`config.mk`:
```
export PLATFORM = sky130hd
export DESIGN_NAME = hazard_stall_unit_flat
export DESIGN_NICKNAME = d
export VERILOG_FILES = /design/src/rtl/hazard_stall_if.sv /design/src/rtl/hazard_stall_unit.sv /design/src/flat_wrapper.sv
export SDC_FILE = /design/constraint.sdc
export NUM_CORES = 1
export LEC_CHECK = 0
export BUFFER_PORTS_ARGS = -buffer_cell sky130_fd_sc_hd__buf_4
export CAP_MARGIN = 5
export CORE_MARGIN = 4
export CORE_UTILIZATION = 47
export DETAILED_ROUTE_END_ITERATION = 10
export PLACE_DENSITY_LB_ADDON = 0.3
export SYNTH_ARGS = -nofsm -noshare
export SYNTH_HDL_FRONTEND = slang
export SYNTH_SLANG_ARGS = --single-unit
export TNS_END_PERCENT = 50
```
`constraint.sdc`:
```
create_clock -name clk -period 2.3 [get_ports clk]
set_clock_uncertainty 0.15 [all_clocks]
set_input_delay 0.575 -clock clk [delete_from_list [all_inputs] [get_ports clk]]
set_output_delay 0.575 -clock clk [all_outputs]
set_load 0.005 [all_outputs]
```
`src/rtl/hazard_stall_if.sv`:
```
// Decode/memory-stage handshake bundle for hazard_stall_unit.
// master drives the ID/MEM status; slave (the stall unit) returns hazard, freeze and stall count.
interface hazard_stall_if #(
  parameter int REG_W = 4,
  parameter int CNT_W = 16
);
  logic             id_valid;
  logic [REG_W-1:0] id_src1;
  logic [REG_W-1:0] id_src2;
  logic             id_two_src;
  logic             id_wb_en;
  logic [REG_W-1:0] id_dest;
  logic             id_mem_r_en;
  logic             id_mem_w_en;
  logic             branch_taken;
  logic             mem_ready;
  logic             hazard;
  logic             freeze_if_id;
  logic             freeze_pipe;
  logic [CNT_W-1:0] stall_cycles;

  modport master (
    output id_valid, id_src1, id_src2, id_two_src, id_wb_en, id_dest,
           id_mem_r_en, id_mem_w_en, branch_taken, mem_ready,
    input  hazard, freeze_if_id, freeze_pipe, stall_cycles
  );

  modport slave (
    input  id_valid, id_src1, id_src2, id_two_src, id_wb_en, id_dest,
           id_mem_r_en, id_mem_w_en, branch_taken, mem_ready,
    output hazard, freeze_if_id, freeze_pipe, stall_cycles
  );
endinterface

```
`src/rtl/hazard_stall_unit.sv`:
```
// RAW / load-use hazard detection, memory-stall freeze and saturating stall counter.
// Macro FORWARDING_EN: when defined, only EXE-stage load-use dependencies raise hazard.
module hazard_stall_unit #(
  parameter int REG_W = 4,
  parameter int CNT_W = 16
) (
  input logic           clk,
  input logic           rst,
  hazard_stall_if.slave bus
);

  typedef enum logic {RUN, MISS} state_t;

  // Shadow copies of the EXE and MEM pipeline slots
  logic             exe_v_q,    exe_v_d;
  logic [REG_W-1:0] exe_dest_q, exe_dest_d;
  logic             exe_wb_q,   exe_wb_d;
  logic             exe_ld_q,   exe_ld_d;
  logic             exe_st_q,   exe_st_d;
  logic             mem_v_q,    mem_v_d;
  logic [REG_W-1:0] mem_dest_q, mem_dest_d;
  logic             mem_wb_q,   mem_wb_d;
  logic             mem_op_q,   mem_op_d;
  state_t           state_q,    state_d;
  logic [CNT_W-1:0] cnt_q,      cnt_d;

  logic hazard;
  logic freeze_pipe;
  logic freeze_if_id;
  logic issue;

  always_comb begin
`ifdef FORWARDING_EN
    hazard = bus.id_valid && exe_v_q && exe_ld_q && exe_wb_q &&
             ((exe_dest_q == bus.id_src1) ||
              (bus.id_two_src && (exe_dest_q == bus.id_src2)));
`else
    hazard = bus.id_valid &&
             ((exe_v_q && exe_wb_q && (exe_dest_q == bus.id_src1)) ||
              (mem_v_q && mem_wb_q && (mem_dest_q == bus.id_src1)) ||
              (bus.id_two_src &&
               ((exe_v_q && exe_wb_q && (exe_dest_q == bus.id_src2)) ||
                (mem_v_q && mem_wb_q && (mem_dest_q == bus.id_src2)))));
`endif
    freeze_pipe  = mem_v_q && mem_op_q && !bus.mem_ready;
    freeze_if_id = hazard || freeze_pipe;
    issue        = bus.id_valid && !hazard && !bus.branch_taken;
  end

  always_comb begin
    exe_v_d    = exe_v_q;
    exe_dest_d = exe_dest_q;
    exe_wb_d   = exe_wb_q;
    exe_ld_d   = exe_ld_q;
    exe_st_d   = exe_st_q;
    mem_v_d    = mem_v_q;
    mem_dest_d = mem_dest_q;
    mem_wb_d   = mem_wb_q;
    mem_op_d   = mem_op_q;
    if (!freeze_pipe) begin
      mem_v_d    = exe_v_q;
      mem_dest_d = exe_dest_q;
      mem_wb_d   = exe_wb_q;
      mem_op_d   = exe_ld_q || exe_st_q;
      // hazard or a taken branch turns the ID slot into a bubble
      exe_v_d    = issue;
      exe_dest_d = bus.id_dest;
      exe_wb_d   = bus.id_wb_en;
      exe_ld_d   = bus.id_mem_r_en;
      exe_st_d   = bus.id_mem_w_en;
    end
  end

  always_comb begin
    state_d = state_q;
    case (state_q)
      RUN:     if (freeze_pipe)   state_d = MISS;
      MISS:    if (bus.mem_ready) state_d = RUN;
      default: state_d = RUN;
    endcase
    cnt_d = cnt_q;
    if (freeze_if_id && (cnt_q != {CNT_W{1'b1}}))
      cnt_d = cnt_q + {{(CNT_W-1){1'b0}}, 1'b1};
  end

  always_ff @(posedge clk) begin
    if (rst) begin
      exe_v_q    <= 1'b0;
      exe_dest_q <= '0;
      exe_wb_q   <= 1'b0;
      exe_ld_q   <= 1'b0;
      exe_st_q   <= 1'b0;
      mem_v_q    <= 1'b0;
      mem_dest_q <= '0;
      mem_wb_q   <= 1'b0;
      mem_op_q   <= 1'b0;
      state_q    <= RUN;
      cnt_q      <= '0;
    end else begin
      exe_v_q    <= exe_v_d;
      exe_dest_q <= exe_dest_d;
      exe_wb_q   <= exe_wb_d;
      exe_ld_q   <= exe_ld_d;
      exe_st_q   <= exe_st_d;
      mem_v_q    <= mem_v_d;
      mem_dest_q <= mem_dest_d;
      mem_wb_q   <= mem_wb_d;
      mem_op_q   <= mem_op_d;
      state_q    <= state_d;
      cnt_q      <= cnt_d;
    end
  end

  assign bus.hazard       = hazard;
  assign bus.freeze_if_id = freeze_if_id;
  assign bus.freeze_pipe  = freeze_pipe;
  assign bus.stall_cycles = cnt_q;

endmodule

```
`src/flat_wrapper.sv`:
```
// flat-port wrapper written by rule: the top's interface ports become plain ports
module hazard_stall_unit_flat 
#(
  parameter int REG_W = 4,
  parameter int CNT_W = 16
)
  (clk, rst, bus_id_valid, bus_id_src1, bus_id_src2, bus_id_two_src, bus_id_wb_en, bus_id_dest, bus_id_mem_r_en, bus_id_mem_w_en, bus_branch_taken, bus_mem_ready, bus_hazard, bus_freeze_if_id, bus_freeze_pipe, bus_stall_cycles);
  hazard_stall_if #(.REG_W(REG_W), .CNT_W(CNT_W)) bus_i ();
  input logic clk;
  input logic rst;
  input wire logic [$bits(bus_i.id_valid)-1:0] bus_id_valid;
  input wire logic [$bits(bus_i.id_src1)-1:0] bus_id_src1;
  input wire logic [$bits(bus_i.id_src2)-1:0] bus_id_src2;
  input wire logic [$bits(bus_i.id_two_src)-1:0] bus_id_two_src;
  input wire logic [$bits(bus_i.id_wb_en)-1:0] bus_id_wb_en;
  input wire logic [$bits(bus_i.id_dest)-1:0] bus_id_dest;
  input wire logic [$bits(bus_i.id_mem_r_en)-1:0] bus_id_mem_r_en;
  input wire logic [$bits(bus_i.id_mem_w_en)-1:0] bus_id_mem_w_en;
  input wire logic [$bits(bus_i.branch_taken)-1:0] bus_branch_taken;
  input wire logic [$bits(bus_i.mem_ready)-1:0] bus_mem_ready;
  output wire logic [$bits(bus_i.hazard)-1:0] bus_hazard;
  output wire logic [$bits(bus_i.freeze_if_id)-1:0] bus_freeze_if_id;
  output wire logic [$bits(bus_i.freeze_pipe)-1:0] bus_freeze_pipe;
  output wire logic [$bits(bus_i.stall_cycles)-1:0] bus_stall_cycles;
  assign bus_i.id_valid = bus_id_valid;
  assign bus_i.id_src1 = bus_id_src1;
  assign bus_i.id_src2 = bus_id_src2;
  assign bus_i.id_two_src = bus_id_two_src;
  assign bus_i.id_wb_en = bus_id_wb_en;
  assign bus_i.id_dest = bus_id_dest;
  assign bus_i.id_mem_r_en = bus_id_mem_r_en;
  assign bus_i.id_mem_w_en = bus_id_mem_w_en;
  assign bus_i.branch_taken = bus_branch_taken;
  assign bus_i.mem_ready = bus_mem_ready;
  assign bus_hazard = bus_i.hazard;
  assign bus_freeze_if_id = bus_i.freeze_if_id;
  assign bus_freeze_pipe = bus_i.freeze_pipe;
  assign bus_stall_cycles = bus_i.stall_cycles;
  hazard_stall_unit #(.REG_W(REG_W), .CNT_W(CNT_W)) u_core (.clk(clk), .rst(rst), .bus(bus_i));
endmodule
```
==> summary.md, run 1 <==
| Metric | Value |
|---|---|
| Worst Hold Path EP | `u_core.exe_st_q` |
| Die W | `66.40 microns` |
| Kind of critical path | `in -> out` |
| FF+latch count, synth | `31` |
| Period utilization | `1.076` |
| Gr usage total | `0.2077` |
| Synth area leaders | `dfxtp_1, nand2_1, xnor2_1, a21oi_1, xor2_1` |
| Rows | `20` |
| Number of H-tree levels | `2` |
| Status | `complete, but fails checks` |
| Synth Net Count | `214` |
| Antenna cell count | `0` |
| Worst EP arrival | `1.75 ns` |
| Remaining DRCs | `0` |
| Fin area | `2231 sq um` |
| Critical Path Fanout Max | `5` |
| Worst slew margin | `0.6997` |
| Post-synth top area share | `0.3872` |
| CTS tree | `yes` |
| Final Hold Viols | `0` |
| Drt initial violations | `58` |
| Max rail drop VDD | `384.1 uV` |
| Fin. max-slew vios | `0` |
| P_leak | `0.8527 nW` |
| Avg Cell Area, Syn | `8.348 sq um` |
| Cell Area, Placed | `2006 sq um` |
| Violated checks | `setup timing` |
| Fmax | `404.2 MHz` |
| Synth area leader | `dfxtp_1` |
| Syn Std Cell Area | `1603 sq um` |
| Seq/Total Area, Yosys | `0.3872` |
| Slew @ Worst Pin | `0.4463 ns` |
| First-pass detailed-route iteration total | `4` |
| Core Footprint | `3153 sq um` |
| RSZ-0062 raised after global routing | `true` |
| Crit start category | `input port` |
| Power density over the cells | `496.9 nW/um^2` |
| MaxCap Viol Count | `0` |
| Max Buffers Root-to-Sink | `2` |
| Warnings, synthesis | `0` |
| Clk root buf | `clkbuf_4` |
| Hold wc startpoint | `u_core.exe_st_q` |
| Routed WL | `3978 microns` |
| Fraction of layout cells with a size suffix above 1 | `0.3693` |
| RD Place Congestion | `0.8026` |
| WHS Path Cells | `2` |
| CTS sink cnt | `31` |
| Number of buffers created by CTS | `5` |
| # setup viols final | `5` |
| Via/cell ratio | `5.375` |
| DRT antenna net count | `0` |
| Crit path required time | `1.57 ns` |
| Worst reg2reg path depth | `10` |
| Die area | `4408 sq um` |
| DR WL/cell | `13.96 microns` |
| Yosys cell types | `32` |
| R2R Setup Slk | `-0.01 ns` |
| Clk Latency, worst-skew pair | `0.33 ns` |
| CP endpoint kind | `output port` |
| Layout net count | `262` |
| Initial antenna violation count | `0` |
| Worst R2R Start | `u_core.mem_dest_q[2]` |
| Setup WS post-layout | `-0.1742 ns` |
| Min Hold Slack | `0.3130 ns` |
| Cells after Synth | `192` |
| Overall die height | `66.40 microns` |
| Top Ports | `40` |
| Gr ovfl total | `0` |
| Post-DP HPWL | `2826 microns` |
| First-pass GRT wire length | `6831 microns` |
| Largest net degree at the start of global routing | `32` |
| # port buffers | `39` |
| Initial core utilization | `0.5083` |
| Clock transition at the registers of the reported paths | `0.10 ns` |
| Vias in the first global route | `1515` |
| Hold Crit Class | `reg -> reg` |
| Final core occ | `0.7075` |
| End of the worst register-to-register path | `u_core.bus.stall_cycles[12]` |
| Area Growth Syn to Fin | `39.19%` |
| Final worst path period need | `2.474 ns` |
| Vias | `1532` |
[layer usage]
layer | global-route usage | part of all wire | vias to the layer above
met3 | 0.07143 | 0.062 | 6
li1 | - | - | 751
met1 | 0.2650 | 0.45 | 724
met4 | 0.07868 | 0.016 | 0
met5 | 0 | 0 | -
met2 | 0.3209 | 0.47 | 51
[cells in the mapped netlist]
library cell,number
a2111oi_2,1
a211oi_1,6
a21oi_1,22
a221oi_1,1
and2_1,1
and3_1,1
and4_2,1
buf_1,2
buf_2,1
clkbuf_1,5
dfxtp_1,31
ha_1,1
inv_1,6
mux2i_1,1
nand2_1,36
nand3_1,8
nand4_1,7
nand4b_1,1
nor2_1,17
nor3_1,1
nor4_1,2
nor4_4,4
o2111ai_1,1
o21ai_0,2
o21ba_1,1
o31a_1,1
o32a_1,1
o41ai_2,1
or2_2,1
or3_1,2
xnor2_1,14
xor2_1,12
[power breakdown]
part / total, W / switching [W] / leakage [nW] / internal (W)
clock network: 0.000439 / 0.000182 / 0.0482 / 0.000257
logic: 0.000105 / 0.0000511 / 0.547 / 0.0000536
registers: 0.000565 / 0.0000173 / 0.257 / 0.000547
[cells by family (layout without fill, tap and decap cells)]
logic type,count (synthesis),after routing,synth area share
buf+inv,14,63,0.03357
simple gates,82,82,0.2717
flops,31,31,0.3872
compound gates,37,37,0.1514
fa+ha+maj,1,1,0.007805
mux,1,1,0.006245
xor+xnor,26,26,0.1421
[how the worst max path moves through the flow]
stage                             endpoint                  from  slack, ns
after floorplan           bus_freeze_if_id        bus_id_src2[3]      0.003
after global placement    bus_freeze_if_id        bus_id_src2[2]      -0.20
after detailed placement  bus_freeze_if_id        bus_id_src2[2]      -0.22
after CTS                 bus_freeze_if_id  u_core.mem_dest_q[3]      -0.16
after global routing      bus_freeze_if_id  u_core.mem_dest_q[2]      -0.28
final                     bus_freeze_if_id        bus_id_src1[2]      -0.17
[critical path, stage by stage]
cell	delay [ns]
buf_4	0.13
xnor2_2	0.16
nand3_2	0.12
nor4_4	0.31
o41ai_4	0.12
buf_4	0.17
nand2_2	0.08
buf_6	0.09
[placed cells by master (no fill, tap or decap), types with 2 or more instances in the layout]
cell / count
nor4_4: 4
a21oi_1: 22
nand3_1: 7
nor4_1: 2
nor2_1: 17
a211oi_1: 6
nand2_1: 35
dfxtp_1: 23
xnor2_1: 13
dfxtp_4: 5
o21ai_0: 2
clkbuf_4: 5
buf_4: 48
dfxtp_2: 3
xor2_2: 12
nand4_1: 7
or3_1: 2
inv_1: 6
[state kept, by name (all words and copies together), names as in the netlist]
signal / count
u_core.mem_dest_q: 4
u_core.mem_op_q: 1
u_core.mem_v_q: 1
u_core.mem_wb_q: 1
u_core.exe_st_q: 1
u_core.exe_wb_q: 1
u_core.bus.stall_cycles: 16
u_core.exe_dest_q: 4
u_core.exe_v_q: 1
u_core.exe_ld_q: 1
[through the flow]
| stage | cells | power [W] | setup TNS (ns) | worst slack, ns |
|---|---|---|---|---|
| global placement | 275 | 0.0006660 | -1.770 | -0.2027 |
| CTS | 285 | 0.001119 | -0.2970 | -0.1645 |
| finish | 285 | 0.001109 | -0.3989 | -0.1742 |
| detailed placement | 275 | 0.0006686 | -2.233 | -0.2160 |
| floorplan | 192 | 0.0006248 | 0 | 0.003261 |
| global route | 285 | 0.001161 | -1.443 | -0.2784 |
[area by class of cell]
type	count	area, sq um
Multi-Input combinational cell	147	1052
Fill cell	249	922.1
Sequential cell	31	643.1
Timing Repair Buffer	49	371.6
Tap cell	44	55.05
Clock buffer	6	51.30
Clock inverter	2	35.03
Inverter	6	22.52
[repair_timing]
item	4_1_cts	5_1_grt
setup buffers	2	0
gates resized for setup	27	2
hold buffers	0	0
setup endpoints to repair	2	15
pin swaps	7	1
endpoints found under the hold margin	0	0
cloned	0	0
(Power assumes the default switching activity.)
==> inputs of run 2 (changes only) <==
Settings changed: ABC_AREA set to 1, CORE_UTILIZATION 47 to 48, PLACE_DENSITY_LB_ADDON 0.3 to 0.15.
Clock period 2.3 ns to 2 ns, I/O delays scaled along.
==> summary.md, run 2 <==
| Metric | Value |
|---|---|
| Routed WL | `3798 microns (-4.5%)` |
| Synth area leaders | `dfxtp_1, nand2_1, nor2_1, a21oi_1, inv_1` |
| Initial antenna violation count | `0 (unchanged)` |
| Cell count after placement | `353 (+28%)` |
| Layout net count | `346 (+32%)` |
| Avg Cell Area, Syn | `6.279 sq um (-25%)` |
| Overall die height | `67.32 microns (+1.4%)` |
| RD Place Congestion | `0.8432 (+5.1%)` |
| Synth area leader | `dfxtp_1` |
| EDFF count, synth | `0 (unchanged)` |
| Crit path required time | `1.35 ns (-0.22 ns)` |
| Crit start category | `flop` |
| Tot Pwr | `0.001129 W (+1.8%)` |
| Largest net degree at the start of global routing | `23 (-28%)` |
| Status | `complete, but fails checks` |
| End of the worst register-to-register path | `u_core.exe_v_q` |
| Die area | `4532 sq um (+2.8%)` |
| Warnings, synthesis | `0 (unchanged)` |
| CP endpoint kind | `output port` |
| Worst EP arrival | `1.47 ns (-0.28 ns)` |
| WHS Path Cells | `2 (unchanged)` |
| First-pass GRT wire length | `6375 microns (-6.7%)` |
| Drt initial violations | `113 (+95%)` |
| Sequential Power Share | `0.573 (+0.064)` |
| Clk root buf | `clkbuf_4` |
| Largest register FFs | `16 (unchanged)` |
| Seq/Total Area, Yosys | `0.3674 (-0.01979)` |
| Psw | `0.0002897 W (+15%)` |
| Syn Std Cell Area | `1689 sq um (+5.4%)` |
| Top Ports | `40 (unchanged)` |
| RSZ-0062 raised after global routing | `true` |
| Clock transition at the registers of the reported paths | `0.09 ns (about the same)` |
| Max rail drop VDD | `359.8 uV (-6.3%)` |
| Remaining DRCs | `0 (unchanged)` |
| Non-Filler Instances | `371 (+30%)` |
| Fin. max-slew vios | `0 (unchanged)` |
| Async SR Flop Fraction | `0 (unchanged)` |
| Final core occ | `0.6629 (-0.04459)` |
| Gr ovfl total | `0 (unchanged)` |
| Critical Path Fanout Max | `2 (-3)` |
| Post-DP HPWL | `2678 microns (-5.2%)` |
| Fraction of layout cells with a size suffix above 1 | `0.3231 (-0.04622)` |
| Kind of critical path | `reg -> out` |
| Post-synth top cells | `nand2_1, nor2_1, dfxtp_1, inv_1, a21oi_1` |
| Worst Hold Path EP | `u_core.mem_v_q` |
| Initial core utilization | `0.5022 (-0.006101)` |
| Final worst path period need | `2.116 ns` |
| Number of H-tree levels | `2 (unchanged)` |
| P_int | `0.0008393 W (-2.1%)` |
| Gr usage total | `0.1842 (-0.02349)` |
| Worst reg2reg path depth | `14 (+4)` |
| P_leak | `1.101 nW (+29%)` |
| Clk Latency, worst-skew pair | `0.33 ns (about the same)` |
| Die W | `67.32 microns (+1.4%)` |
| # port buffers | `39 (unchanged)` |
| Worst Setup SP | `u_core.mem_dest_q[1]` |
| Hold wc startpoint | `rst` |
| Hold Crit Class | `in -> reg` |
| Cells after Synth | `269 (+40%)` |
| Setup WS post-layout | `-0.1159 ns (+0.05831 ns)` |
| Post-synth top area share | `0.3674 (-0.01979)` |
| Vias in the first global route | `1496 (-1.3%)` |
| Violated checks | `setup timing` |
| Vias | `1773 (+16%)` |
| Worst R2R Start | `u_core.exe_dest_q[1]` |
| Via/cell ratio | `4.779 (-11%)` |
| Most common cell after layout, fill and taps aside | `nand2_1` |
| Rows | `21 (+5.0%)` |
| Number of buffers created by CTS | `5 (unchanged)` |
| Final Hold Viols | `0 (unchanged)` |
| FF+latch count, synth | `31 (unchanged)` |
| Switching share of power | `0.2566 (+0.03031)` |
| Min Hold Slack | `0.1816 ns (-0.1314 ns)` |
| Worst slew margin | `0.7797 (+0.07993)` |
| Antenna cell count | `0 (unchanged)` |
| Power density over the cells | `506.4 nW/um^2 (+1.9%)` |
| First-pass detailed-route iteration total | `4 (unchanged)` |
| # setup viols final | `2 (-3)` |
| Most frequent cells in the layout | `nand2_1, buf_4, nor2_1` |
| Core Footprint | `3363 sq um (+6.7%)` |
| Period utilization | `1.058` |
| Synth Net Count | `291 (+36%)` |
| CTS tree | `yes` |
| Comb power frac | `0.116 (+0.022)` |
| Area Growth Syn to Fin | `32.00%` |
| Clock power frac | `0.311 (-0.085)` |
| MaxCap Viol Count | `0 (unchanged)` |
| Fmax | `472.6 MHz` |
| Top FF cell, synth | `dfxtp_1` |
| Max Buffers Root-to-Sink | `2 (unchanged)` |
| Yosys cell types | `22 (-31%)` |
| DRT antenna net count | `0 (unchanged)` |
| CTS sink cnt | `31 (unchanged)` |
| Most common cell in the netlist | `nand2_1` |
| R2R Setup Slk | `0.17 ns (+0.18 ns)` |
| Slew @ Worst Pin | `0.3301 ns (-0.1162 ns)` |
| DR WL/cell | `10.24 microns (-27%)` |
run 2: worst max-delay path by stage:
stage | end | slack (ns) | cells after the start
after floorplan | bus_freeze_if_id | 0.13 | 11
after global placement | bus_freeze_if_id | -0.03 | 12
after detailed placement | bus_freeze_if_id | -0.04 | 12
after CTS | bus_freeze_if_id | -0.13 | 11
after global routing | bus_freeze_if_id | -0.28 | 11
final | bus_freeze_if_id | -0.12 | 9
run 2: cell type report:
type                            instances  area (sq um)
Sequential cell                        31         640.6
Clock buffer                            7         45.04
Timing Repair Buffer                   56         427.9
Clock inverter                          1         5.005
Tap cell                               46         57.56
Multi-Input combinational cell        197         927.1
Fill cell                             335          1134
Inverter                               33         126.4
run 2: routing by layer:
metal | GRT usage | up-vias | wire length (microns)
li1 | - | 953 | -
met1 | 0.2324 | 778 | 1716
met2 | 0.3031 | 37 | 1795
met3 | 0.04992 | 5 | 237
met4 | 0.06076 | 0 | 48
met5 | 0 | - | 0
run 2: power groups by stage:
stage | registers (W) | logic [W] | clock network (W)
floorplan | 0.000656 | 0.0000659 | 0
global placement | 0.000658 | 0.000116 | 0
detailed placement | 0.000658 | 0.000117 | 0
CTS | 0.000646 | 0.000123 | 0.000361
global route | 0.000650 | 0.000149 | 0.000384
finish | 0.000647 | 0.000131 | 0.000352
run 2: cells by family after synthesis:
family	synth area share
XOR/XNOR	0.01556
flip-flops	0.3674
buffers and inverters	0.1044
AO/OA/AOI/OAI	0.1296
adder cells (fa/ha/maj)	0.007406
AND/OR/NAND/NOR	0.3756
run 2: critical path: stages (launching register included):
cell and delay [ns]:
dfxtp_2 0.33, buf_4 0.12, xnor2_1 0.14, nand3_1 0.09
nand2_1 0.09, nand2_2 0.07, nand2_2 0.07, nand2_2 0.07
nand2_4 0.07, buf_6 0.09
run 2: per-stage QoR:
stage	cell area (sq um)	setup TNS (ns)	setup WS (ns)
final	2230	-0.2134	-0.1159
after CTS	2186	-0.2865	-0.1333
after detailed placement	2039	-0.06696	-0.04220
after global placement	2039	-0.04373	-0.02926
after floorplan	1689	0	0.1285
after global routing	2230	-0.7640	-0.2850
run 2: repair_timing:
item | CTS | global route
endpoints found under the setup margin | 2 | 11
setup buffers | 10 | 2
hold buffers | 0 | 0
resized for setup | 19 | 20
pin swaps | 5 | 13
==> inputs of run 3 (changes only) <==
--- a/config.mk
+++ b/config.mk
@@ -13,4 +13,5 @@
 export DETAILED_ROUTE_END_ITERATION = 10
 export PLACE_DENSITY_LB_ADDON = 0.15
+export SETUP_SLACK_MARGIN = 0.4
 export SYNTH_ARGS = -nofsm -noshare
 export SYNTH_HDL_FRONTEND = slang
==> constraint.sdc (replaced) <==
create_clock -name clk -period 2 [get_ports clk]
set_clock_uncertainty 0.15 [all_clocks]
set_input_delay 0.5 -clock clk [delete_from_list [all_inputs] [get_ports clk]]
set_output_delay 0.5 -clock clk [all_outputs]
set_load 0.1 [all_outputs]
==> summary.md, run 3 (synthesis results as in run 2) <==
| Metric | Value |
|---|---|
| Hold Crit Class | `in -> reg` |
| Most frequent cells in the layout | `nand2_1, nor2_1, buf_4` |
| Final Hold Viols | `0 (unchanged)` |
| CP endpoint kind | `output port` |
| Non-Filler Instances | `377 (+1.6%)` |
| Clock transition at the registers of the reported paths | `0.11 ns (+0.02 ns)` |
| Largest register FFs | `16 (unchanged)` |
| Largest net degree at the start of global routing | `17 (-26%)` |
| Slew @ Worst Pin | `0.4255 ns (+0.09536 ns)` |
| # setup viols final | `18 (+16)` |
| Layout net count | `352 (+1.7%)` |
| Most common cell after layout, fill and taps aside | `nand2_1` |
| Critical Path Fanout Max | `4 (+2)` |
| Post-DP HPWL | `2825 microns (+5.5%)` |
| Initial antenna violation count | `0 (unchanged)` |
| P_leak | `1.241 nW (+13%)` |
| Worst reg2reg path depth | `15 (+1)` |
| CTS sink cnt | `31 (unchanged)` |
| Area Growth Syn to Fin | `68.00%` |
| Crit start category | `flop` |
| Vias in the first global route | `1688 (+13%)` |
| Most used cell, CP | `nand2_1` |
| Worst Setup SP | `u_core.exe_dest_q[2]` |
| Setup WS post-layout | `-0.3371 ns (-0.2212 ns)` |
| Overall die height | `67.32 microns (unchanged)` |
| DRT antenna net count | `0 (unchanged)` |
| Drt initial violations | `134 (+19%)` |
| Rows | `21 (unchanged)` |
| Core Footprint | `3363 sq um (unchanged)` |
| Max rail drop VDD | `528.5 uV (+47%)` |
| Worst slew margin | `0.7160 (-0.06364)` |
| Status | `complete, but fails checks` |
| Post-CTS Hold Fix Bufs | `0 (unchanged)` |
| Top Ports | `40 (unchanged)` |
| First-pass detailed-route iteration total | `5 (+1)` |
| Via/cell ratio | `5.154 (+7.8%)` |
| Final worst path period need | `2.337 ns (+0.2212 ns)` |
| First-pass GRT wire length | `7403 microns (+16%)` |
| Fin. max-slew vios | `0 (unchanged)` |
| Slowest CP cell | `dfxtp_4` |
| # port buffers | `39 (unchanged)` |
| Slowest stage delay, CP | `0.38 ns (+0.05 ns)` |
| Hold wc startpoint | `rst` |
| Crit path cell chain | `buf_4 -> xnor2_1 -> nand3_1 -> nand2_1 -> inv_1 -> nand2_1 -> nand2_2 -> nand2_4 -> buf_12` |
| Worst EP arrival | `1.69 ns (+0.22 ns)` |
| Remaining DRCs | `0 (unchanged)` |
| R2R Setup Slk | `-0.18 ns (-0.35 ns)` |
| Violated checks | `setup timing` |
| Period utilization | `1.169 (+0.1106)` |
| WHS Path Cells | `2 (unchanged)` |
| Max Buffers Root-to-Sink | `2 (unchanged)` |
| CTS tree | `yes` |
| Die area | `4532 sq um (unchanged)` |
| Fmax | `427.9 MHz (-9.5%)` |
| End of the worst register-to-register path | `u_core.bus.stall_cycles[1]` |
| Fraction of layout cells with a size suffix above 1 | `0.4894 (+0.1663)` |
| Routed WL | `5198 microns (+37%)` |
| Clk root buf | `clkbuf_4` |
| DR WL/cell | `13.79 microns (+35%)` |
| Power density over the cells | `435.0 nW/um^2 (-14%)` |
| RSZ-0062 raised after global routing | `true` |
| Vias | `1943 (+9.6%)` |
| Gr usage total | `0.2141 (+0.02994)` |
| Worst R2R Start | `u_core.exe_dest_q[2]` |
| Number of H-tree levels | `2 (unchanged)` |
| Worst Hold Path EP | `u_core.mem_v_q` |
| Initial core utilization | `0.5022 (unchanged)` |
| MaxCap Viol Count | `0 (unchanged)` |
| Number of buffers created by CTS | `5 (unchanged)` |
| Min Hold Slack | `0.1686 ns (-0.01304 ns)` |
| RD Place Congestion | `0.8356 (-0.90%)` |
| Cell count after placement | `353 (unchanged)` |
| Kind of critical path | `reg -> out` |
| Gr ovfl total | `0 (unchanged)` |
| Crit path required time | `1.35 ns (about the same)` |
| Antenna cell count | `0 (unchanged)` |
| Clk Latency, worst-skew pair | `0.35 ns (+0.02 ns)` |
| Die W | `67.32 microns (unchanged)` |
==> run 3: cell count changes in the layout (fill, tap and decap cells not counted), moves of 8 or more <==
cell	delta
nand3_2	+10
nand3_1	-10
o21ai_0	-8
buf_4	-20
buf_12	+19
a21oi_2	+11
dfxtp_4	+13
dfxtp_1	-14
a21oi_1	-12
==> run 3: area by class of cell <==
type | instances | area (sq um)
inverters | 33 | 145.1
flip-flops and latches | 31 | 690.7
multi-input cells | 197 | 1084
repair buffers | 62 | 792.0
fillers | 206 | 525.5
well taps | 46 | 57.56
clock buffers | 8 | 68.82
==> run 3: report_power, final <==
group / internal [W] / total, W / switching (W)
clock: 0.000207 / 0.000441 / 0.000234
sequential: 0.000619 / 0.000634 / 0.0000152
combinational: 0.0000786 / 0.000160 / 0.0000812
total: 0.000904 / 0.00123 / 0.000331
==> run 3: critical path: cells and delay by family, from the launching register on <==
family                 cells  cell delay, ns
flip-flops                 1            0.38
AND/OR/NAND/NOR            5            0.44
buffers and inverters      3            0.35
XOR/XNOR                   1            0.16
==> run 3: routing by layer <==
layer / track usage / vias to the layer above / share of wire / wire, microns
met5: 0 / - / 0 / 0
met4: 0.06582 / 0 / 0.018 / 93
met3: 0.05824 / 13 / 0.060 / 313
met2: 0.3583 / 64 / 0.50 / 2618
met1: 0.2671 / 892 / 0.42 / 2174
li1: - / 974 / - / -
==> run 3: repair_timing <==
action / in CTS / in global routing
setup buffers: 10 / 3
cloned: 1 / 2
endpoints found under the setup margin: 35 / 44
pin swaps: 4 / 22
resized for setup: 78 / 53
==> run 3: worst max-delay path by stage <==
stage                                  end  cells past startpoint  slack (ns)
after CTS                 bus_freeze_if_id                     11       -0.28
after floorplan                 bus_hazard                     10       -0.06
after global routing      bus_freeze_if_id                      9       -0.42
after detailed placement  bus_freeze_if_id                     11       -0.26
after global placement    bus_freeze_if_id                     11       -0.22
final                     bus_freeze_if_id                      9       -0.34
==> run 3: metrics by stage <==
stage	total power [W]	utilization	setup WS, ns	TNS (ns)	area (sq um)
2_1_floorplan	0.0007235	-	-0.05503	-0.05503	1857
3_3_place_gp	0.0007783	0.6473	-0.2215	-1.721	2177
3_5_place_dp	0.0007801	0.6473	-0.2608	-2.727	2177
4_1_cts	0.001221	0.7634	-0.2769	-0.5271	2567
5_1_grt	0.001279	0.8438	-0.4233	-3.900	2838
6_report	0.001234	0.8438	-0.3371	-2.254	2838
